$ cat src/rtl/stream_demux_pkg.sv
// Shared types and constants for the stream_demux4 block.
package stream_demux_pkg;

  localparam int NUM_PORTS = 4;

  typedef enum logic {
    ST_EMPTY = 1'b0,
    ST_FULL  = 1'b1
  } state_t;

  typedef logic [1:0] port_idx_t;

endpackage

$ cat src/rtl/stream_demux4_sat_counter.sv
// Saturating up-counter with synchronous clear; clear wins over increment.
module sat_counter #(
  parameter int CNT_W = 16
) (
  input  logic             clk,
  input  logic             reset,
  input  logic             clear,
  input  logic             inc,
  output logic [CNT_W-1:0] count
);

  logic [CNT_W-1:0] count_reg;

  // Count up on inc, hold at all-ones, clear to zero on reset or clear.
  always_ff @(posedge clk) begin
    if (reset) begin
      count_reg <= '0;
    end else if (clear) begin
      count_reg <= '0;
    end else if (inc && (count_reg != {CNT_W{1'b1}})) begin
      count_reg <= count_reg + 1'b1;
    end
  end

  assign count = count_reg;

endmodule

$ cat src/rtl/stream_demux4.sv
// One-entry registered 1-to-4 stream demultiplexer with valid/ready handshakes.
// Optional per-port saturating transfer counters are built when the macro
// STREAM_DEMUX4_COUNT_EN is defined; otherwise the count outputs read 0.
module stream_demux4
  import stream_demux_pkg::*;
#(
  parameter int SIZE  = 32,
  parameter int CNT_W = 16
) (
  input  logic                 clk,
  input  logic                 reset,
  input  logic                 in_valid,
  output logic                 in_ready,
  input  logic [SIZE-1:0]      in_data,
  input  logic [1:0]           in_select,
  output logic [NUM_PORTS-1:0] out_valid,
  input  logic [NUM_PORTS-1:0] out_ready,
  output logic [SIZE-1:0]      out_data,
  input  logic                 count_clear,
  output logic [CNT_W-1:0]     count_0,
  output logic [CNT_W-1:0]     count_1,
  output logic [CNT_W-1:0]     count_2,
  output logic [CNT_W-1:0]     count_3
);

  state_t          state_reg;
  state_t          state_next;
  logic [SIZE-1:0] data_reg;
  port_idx_t       sel_reg;
  logic            accept;
  logic            drain;

  // Ready when empty, or when the held word leaves this same cycle.
  assign in_ready = (state_reg == ST_EMPTY) || out_ready[sel_reg];
  assign accept   = in_valid && in_ready;
  assign drain    = (state_reg == ST_FULL) && out_ready[sel_reg];

  // Next-state logic: fill on accept, empty on drain without a refill.
  always_comb begin
    state_next = state_reg;
    case (state_reg)
      ST_EMPTY: if (accept) state_next = ST_FULL;
      ST_FULL:  if (drain && !accept) state_next = ST_EMPTY;
      default:  state_next = ST_EMPTY;
    endcase
  end

  // State register.
  always_ff @(posedge clk) begin
    if (reset) begin
      state_reg <= ST_EMPTY;
    end else begin
      state_reg <= state_next;
    end
  end

  // Holding register for the word and its destination, loaded only on accept.
  always_ff @(posedge clk) begin
    if (reset) begin
      data_reg <= '0;
      sel_reg  <= '0;
    end else if (accept) begin
      data_reg <= in_data;
      sel_reg  <= in_select;
    end
  end

  assign out_data = data_reg;

  genvar gi;
  generate
    for (gi = 0; gi < NUM_PORTS; gi++) begin : g_valid
      assign out_valid[gi] = (state_reg == ST_FULL) && (sel_reg == port_idx_t'(gi));
    end
  endgenerate

`ifdef STREAM_DEMUX4_COUNT_EN
  logic [CNT_W-1:0] counts [NUM_PORTS];

  generate
    for (gi = 0; gi < NUM_PORTS; gi++) begin : g_count
      sat_counter #(
        .CNT_W(CNT_W)
      ) u_sat_counter (
        .clk   (clk),
        .reset (reset),
        .clear (count_clear),
        .inc   (out_valid[gi] && out_ready[gi]),
        .count (counts[gi])
      );
    end
  endgenerate

  assign count_0 = counts[0];
  assign count_1 = counts[1];
  assign count_2 = counts[2];
  assign count_3 = counts[3];
`else
  // Counters not built: clear input has no effect.
  logic unused_count_clear;
  logic unused_drain;
  assign unused_count_clear = count_clear;
  assign unused_drain       = drain;
  assign count_0 = '0;
  assign count_1 = '0;
  assign count_2 = '0;
  assign count_3 = '0;
`endif

endmodule

$ cat config.mk
export PLATFORM = sky130hd
export DESIGN_NAME = stream_demux4
export DESIGN_NICKNAME = d
export VERILOG_FILES = /design/src/rtl/stream_demux_pkg.sv /design/src/rtl/stream_demux4_sat_counter.sv /design/src/rtl/stream_demux4.sv
export SDC_FILE = /design/constraint.sdc
export NUM_CORES = 1
export LEC_CHECK = 0
export ABC_CLOCK_PERIOD_IN_PS = 1470
export BUFFER_PORTS_ARGS = -buffer_cell sky130_fd_sc_hd__buf_2
export CAP_MARGIN = 20
export CORE_ASPECT_RATIO = 0.7
export CORE_MARGIN = 3
export CORE_UTILIZATION = 42
export DETAILED_ROUTE_END_ITERATION = 6
export PLACE_DENSITY_LB_ADDON = 0.12
export SYNTH_ARGS = -nofsm -noshare
export SYNTH_HDL_FRONTEND = slang
export SYNTH_HIERARCHICAL = 1
export SYNTH_SLANG_ARGS = --single-unit
$ cat constraint.sdc
create_clock -name clk -period 1.47 [get_ports clk]
set_input_delay 0.147 -clock clk [delete_from_list [all_inputs] [get_ports clk]]
set_output_delay 0.147 -clock clk [all_outputs]
set_load 0.02 [all_outputs]
==> results of run 1 <==
worst max-delay path: stages (launching register included):
cell and delay [ns]:
dfxtp_4 0.37, mux2i_4 0.19, a221oi_4 0.26, buf_6 0.18, clkbuf_16 0.17, mux2i_1 0.19
Yosys cell counts (2+ instances only):
| master | number |
|---|---|
| and2b_2 | 2 |
| dfxtp_1 | 35 |
| nand2b_1 | 67 |
| buf_4 | 64 |
| clkbuf_1 | 7 |
| mux2i_1 | 36 |
| buf_12 | 3 |
worst max-delay path by stage:
stage	end	slack, ns
2_1_floorplan	out_data[0]	0.12
3_3_place_gp	out_data[1]	0.03
3_5_place_dp	out_data[24]	0.01
4_1_cts	in_ready	0.02
5_1_grt	out_data[30]	-0.02
6_report	out_data[26]	0.03
power breakdown:
group / total, uW / internal, uW / switching, uW
Combinational: 643 / 249 / 395
Sequential: 1050 / 1020 / 37.0
Clock: 754 / 428 / 327
through the flow:
step                      cell area, sq um  hold slack [ns]  util (%)
after floorplan                       2380            0.302         -
after global placement                2340            0.411      48.2
after detailed placement              2340            0.417      48.2
after CTS                             2450            0.113      50.5
after global routing                  2560            0.113      52.6
final                                 2560            0.124      52.6
logic make-up after synthesis:
family                 count (synthesis)  share of synthesized area (%)
DFF                                   35                           32.7
buffers and inverters                 76                           27.1
other                                  1                          0.175
AOI/OAI and AO/OA                      3                           1.28
and+or+nand+nor                       74                           22.0
muxes                                 36                           16.8
routing by layer:
metal / GRT usage, % / vias to the layer above / wire length, um
met1: 15.4 / 622 / 1950
met3: 5.57 / 0 / 422
met2: 17.4 / 67 / 1650
li1: - / 741 / -
met5: 0 / - / 0
met4: 2.82 / 0 / 0
repair_timing:
| item | CTS | global route |
|---|---|---|
| cloned | 0 | 3 |
| endpoints found under the setup margin | 5 | 34 |
| gates resized for setup | 4 | 7 |
| buffers inserted | 0 | 1 |
| pin swaps | 0 | 1 |
| hold endpoints to repair | 0 | 0 |
layout make-up:
type	instances	area, sq um
multi-input cells	177	1140
flip-flops and latches	35	704
fillers	479	2300
inverters	1	3.75
repair buffers	85	523
clock buffers	8	100
well taps	69	86.3
==> run_results.csv, run 1 <==
group,metric,value,unit
outcome,status,"completed",
worst_hold_path,hold_path_class,"input port to flop",
timing,max_freq,0.693,GHz
final_layout,nets,347,
timing,fin_skew,0.00555,ns
yosys,yosysSeqAreaShare,32.7,%
yosys,synth_area_leader_cell,"dfxtp_1",
critical_path,r2r-end,"out_data[26]",
place,port_buffers,77,
power,power.total,2450,uW
timing,min_period,1.44,ns
timing,final_hold_viol_count,0,
routing,vias,1430,
place,place.detailed.hpwl,2.83,mm
floorplanning,core-area,4860,sq um
timing,grt_setup_unrepaired,"yes",
routing,wl,4.02,mm
timing,maxSlewViolCount,0,
floorplanning,die_x,91.4,um
worst_hold_path,hp-start,"in_data[15]",
yosys,ys_types,18,
clocking,cts_max_level,2,
critical_path,r2r_setup_slack,0.03,ns
critical_path,startpoint,"sel_reg[0]",
clocking,cts_num_sinks,35,
global_route,grt_pass1_wl,5.64,mm
routing,first_pass_iters,4,
power,cellPowerDensity,959,nW/um^2
yosys,ys_warn_count,6,
job,drv_cap,0,
final_layout,drive_above_1_share,33.0,%
timing,final-setup-viol-count,0,
timing,post-route-period-util,98.1,%
global_route,track_usage,11.8,%
global_route,gr-total-overflow,0,
worst_hold_path,min_to,"out_data[15]",
floorplanning,io_pins,143,
global_route,grt_pass1_vias,1212,
critical_path,r2r_start,"sel_reg[0]",
power,power.leakage,0.00132,uW
floorplanning,start_util,44.1,%
critical_path,cp.arrival,1.64,ns
yosys,synthFlopType,"dfxtp_1",
clocking,cts-root-buf,"clkbuf_8",
yosys,synth_top_cell_area_share,32.7,%
global_route,antenna_found_initial,0,
final_layout,num_antenna_cells,0,
critical_path,worstPathMaxFanout,6,
clocking,cts_tree,"yes",
timing,fin_tns_setup,0,ns
routing,vias_per_cell,3.81,
yosys,synth-seq-cells,35,
yosys,syn_area,2150,sq um
critical_path,crit_type,"flop to flop",
power,ir_drop,0.329,mV
final_layout,layout_commonest_cell,"buf_2",
clocking,clk_pin_slew,0.07,ns
global_route,grt_max_degree,42,
yosys,netlist_instances,225,
floorplanning,row_count,21,
place,dp.cells,363,
critical_path,worst-r2r-cell-count,5,
routing,post_drt_wl_per_cell,10.7,um
yosys,synthArstFlopShare,0,%
routing,ant_nets,0,
floorplanning,die_y,65.8,um
yosys,synth_area_leaders,"dfxtp_1 (33%), buf_4 (22%), nand2b_1 (20%)",
final_layout,largest_reg_flops,32,
yosys,synth-edff-count,0,
clocking,ctsHoldBuffers,0,
final_layout,final_cells,375,
clocking,clk_path_buf_depth,2,
timing,setup_ws,0.0277,ns
critical_path,cp.required,1.67,ns
routing,drtIter0Drc,16,
final_layout,final_cell_mix,"buf_2 (76), nand2b_1 (67), conb_1 (64)",
critical_path,crit_path_end_kind,"flop",
worst_hold_path,hold_depth,3,
critical_path,startpoint_type,"flop",
floorplanning,dieArea,6020,sq um
routing,drc,0,
place,place_congestion,0.644,
clocking,cts_buffers,5,
place,place_worst_setup_slack,0.0129,ns
final_layout,syn2layout_area_growth,19.1,%
clocking,worstSkewPairLatency,0.28,ns
yosys,avgSynthCellArea,9.54,sq um
No activity file was read; power rests on OpenSTA's default activity.
==> run 2: changes to the inputs <==
--- a/config.mk
+++ b/config.mk
@@ -6,12 +6,11 @@
 export NUM_CORES = 1
 export LEC_CHECK = 0
 export ABC_CLOCK_PERIOD_IN_PS = 1470
-export BUFFER_PORTS_ARGS = -buffer_cell sky130_fd_sc_hd__buf_2
-export CAP_MARGIN = 20
 export CORE_ASPECT_RATIO = 0.7
 export CORE_MARGIN = 3
-export CORE_UTILIZATION = 42
+export CORE_UTILIZATION = 50
 export DETAILED_ROUTE_END_ITERATION = 6
+export DONT_BUFFER_PORTS = 1
 export PLACE_DENSITY_LB_ADDON = 0.12
 export SYNTH_ARGS = -nofsm -noshare
 export SYNTH_HDL_FRONTEND = slang
==> run 2 against run 1 <==
  * The flow now finishes with violations (setup timing)
  * Routed wire length down 7.0%
  * Flip-flop and latch count unchanged
  * Clock skew is 0.0020 ns lower
  * First-iteration DRC count up 38%
==> run_results.csv, run 2 (synthesis results as in run 1) <==
group,metric,value,unit
outcome,status,"complete, but fails checks",
outcome,failed_checks,"setup timing",
final_layout,nets,270,
critical_path,worstPathMaxFanout,11,
routing,drc,0,
power,power.leakage,0.000963,uW
clocking,clk_path_buf_depth,2,
timing,setup_ws,-0.00488,ns
final_layout,drive_above_1_share,9.61,%
clocking,cts_num_sinks,35,
routing,route.met3.wl,449,um
final_layout,largest_reg_flops,32,
routing,vias_per_cell,4.26,
clocking,cts_buffers,5,
timing,min_period,1.47,ns
global_route,antenna_found_initial,0,
place,port_buffers,0,
routing,post_drt_wl_per_cell,13.3,um
timing,final-setup-viol-count,2,
global_route,gr-total-overflow,0,
floorplanning,core-area,4020,sq um
timing,fin_skew,0.00352,ns
place,dp.cells,269,
timing,post-route-period-util,100,%
critical_path,crit_type,"flop to flop",
global_route,grt_max_degree,70,
routing,route.met2.wl,1.68,mm
critical_path,cp.arrival,1.68,ns
floorplanning,die_y,60.8,um
place,place_worst_setup_slack,-0.0304,ns
final_layout,syn2layout_area_growth,-1.22,%
clocking,cts-root-buf,"clkbuf_8",
routing,vias,1198,
floorplanning,row_count,19,
critical_path,cp.required,1.67,ns
place,place.detailed.hpwl,2.65,mm
routing,wl,3.74,mm
clocking,cts_tree,"yes",
routing,drtIter0Drc,22,
job,drv_cap,0,
clocking,clk_pin_slew,0.07,ns
power,cellPowerDensity,1050,nW/um^2
timing,grt_setup_unrepaired,"yes",
clocking,worstSkewPairLatency,0.27,ns
routing,first_pass_iters,4,
floorplanning,die_x,84.3,um
power,ir_drop,0.646,mV
clocking,cts_max_level,2,
final_layout,layout_commonest_cell,"nand2b_1",
critical_path,crit_path_end_kind,"flop",
final_layout,fin_util,52.8,%
global_route,track_usage,12.3,%
final_layout,final_cells,281,
critical_path,startpoint_type,"flop",
worst_hold_path,hold_path_class,"input port to flop",
routing,top_layer,"met3",
place,place_congestion,0.765,
floorplanning,dieArea,5130,sq um
routing,ant_nets,0,
final_layout,num_antenna_cells,0,
power,power.total,2220,uW
timing,max_freq,0.678,GHz
final_layout,final_cell_mix,"nand2b_1 (67), conb_1 (64), mux2i_1 (34), dfxtp_1 (34), clkbuf_8 (5)",
global_route,grt_pass1_wl,4.91,mm
routing,m1WireLength,1.61,mm
global_route,grt_pass1_vias,1021,
floorplanning,io_pins,143,
final_layout,stdcell_area,2120,sq um
place,dpl_cell_area,1920,sq um
floorplanning,start_util,53.4,%
timing,final_hold_viol_count,0,
timing,maxSlewViolCount,0,
-- run 2: final cells by class --
class / instances / area [sq um]
inverter: 1 / 3.75
tap: 52 / 65.1
sequential: 35 / 704
fill: 377 / 1900
timing repair buffer: 8 / 126
multi-input combinational: 177 / 1140
clock inverter: 1 / 5.00
clock buffer: 7 / 76.3
-- run 2: what timing repair did --
action                                  CTS  global route
endpoints found under the setup margin   12            34
hold buffers                              1             0
gates resized for setup                   5             6
cloned                                    0             2
buffers inserted                          0             1
pin swaps                                 0             1
hold endpoints to repair                  1             0
-- run 2: worst max-delay path, stage by stage (launching register included) --
cell and delay (ns):
dfxtp_4 0.37, mux2i_4 0.20, a221oi_4 0.28, buf_6 0.18, clkbuf_16 0.18, mux2i_1 0.19
-- run 2: report_power, final --
| part | switching, uW | total [uW] | internal [uW] |
|---|---|---|---|
| Sequential | 128 | 1150 | 1020 |
| Clock | 316 | 648 | 332 |
| Combinational | 256 | 421 | 165 |
| Total | 700 | 2220 | 1520 |
-- run 2: worst paths after layout --
| path | start | end | slack [ns] | cells past startpoint |
|---|---|---|---|---|
| worst max register to register | sel_reg[0] | out_data[17] | -0.005 | 5 |
| worst max-delay path | sel_reg[0] | out_data[17] | -0.005 | 5 |
| worst min-delay path | in_data[24] | out_data[24] | 0.02 | 2 |
| worst min register to register | sel_reg[1] | sel_reg[1] | 0.51 | 2 |
-- run 2: metrics by stage --
stage | setup TNS [ns] | hold slack, ns
6_report | -0.00562 | 0.0172
5_1_grt | -1.20 | 0.00703
4_1_cts | -0.00891 | 0.00688
3_5_place_dp | -0.0959 | 0.236
3_3_place_gp | 0 | 0.225
2_1_floorplan | 0 | 0.302
-- run 2: layer usage --
metal,vias up,track usage (%)
li1,585,-
met1,541,14.7
met2,72,18.8
met3,0,7.73
met4,0,3.44
met5,-,0
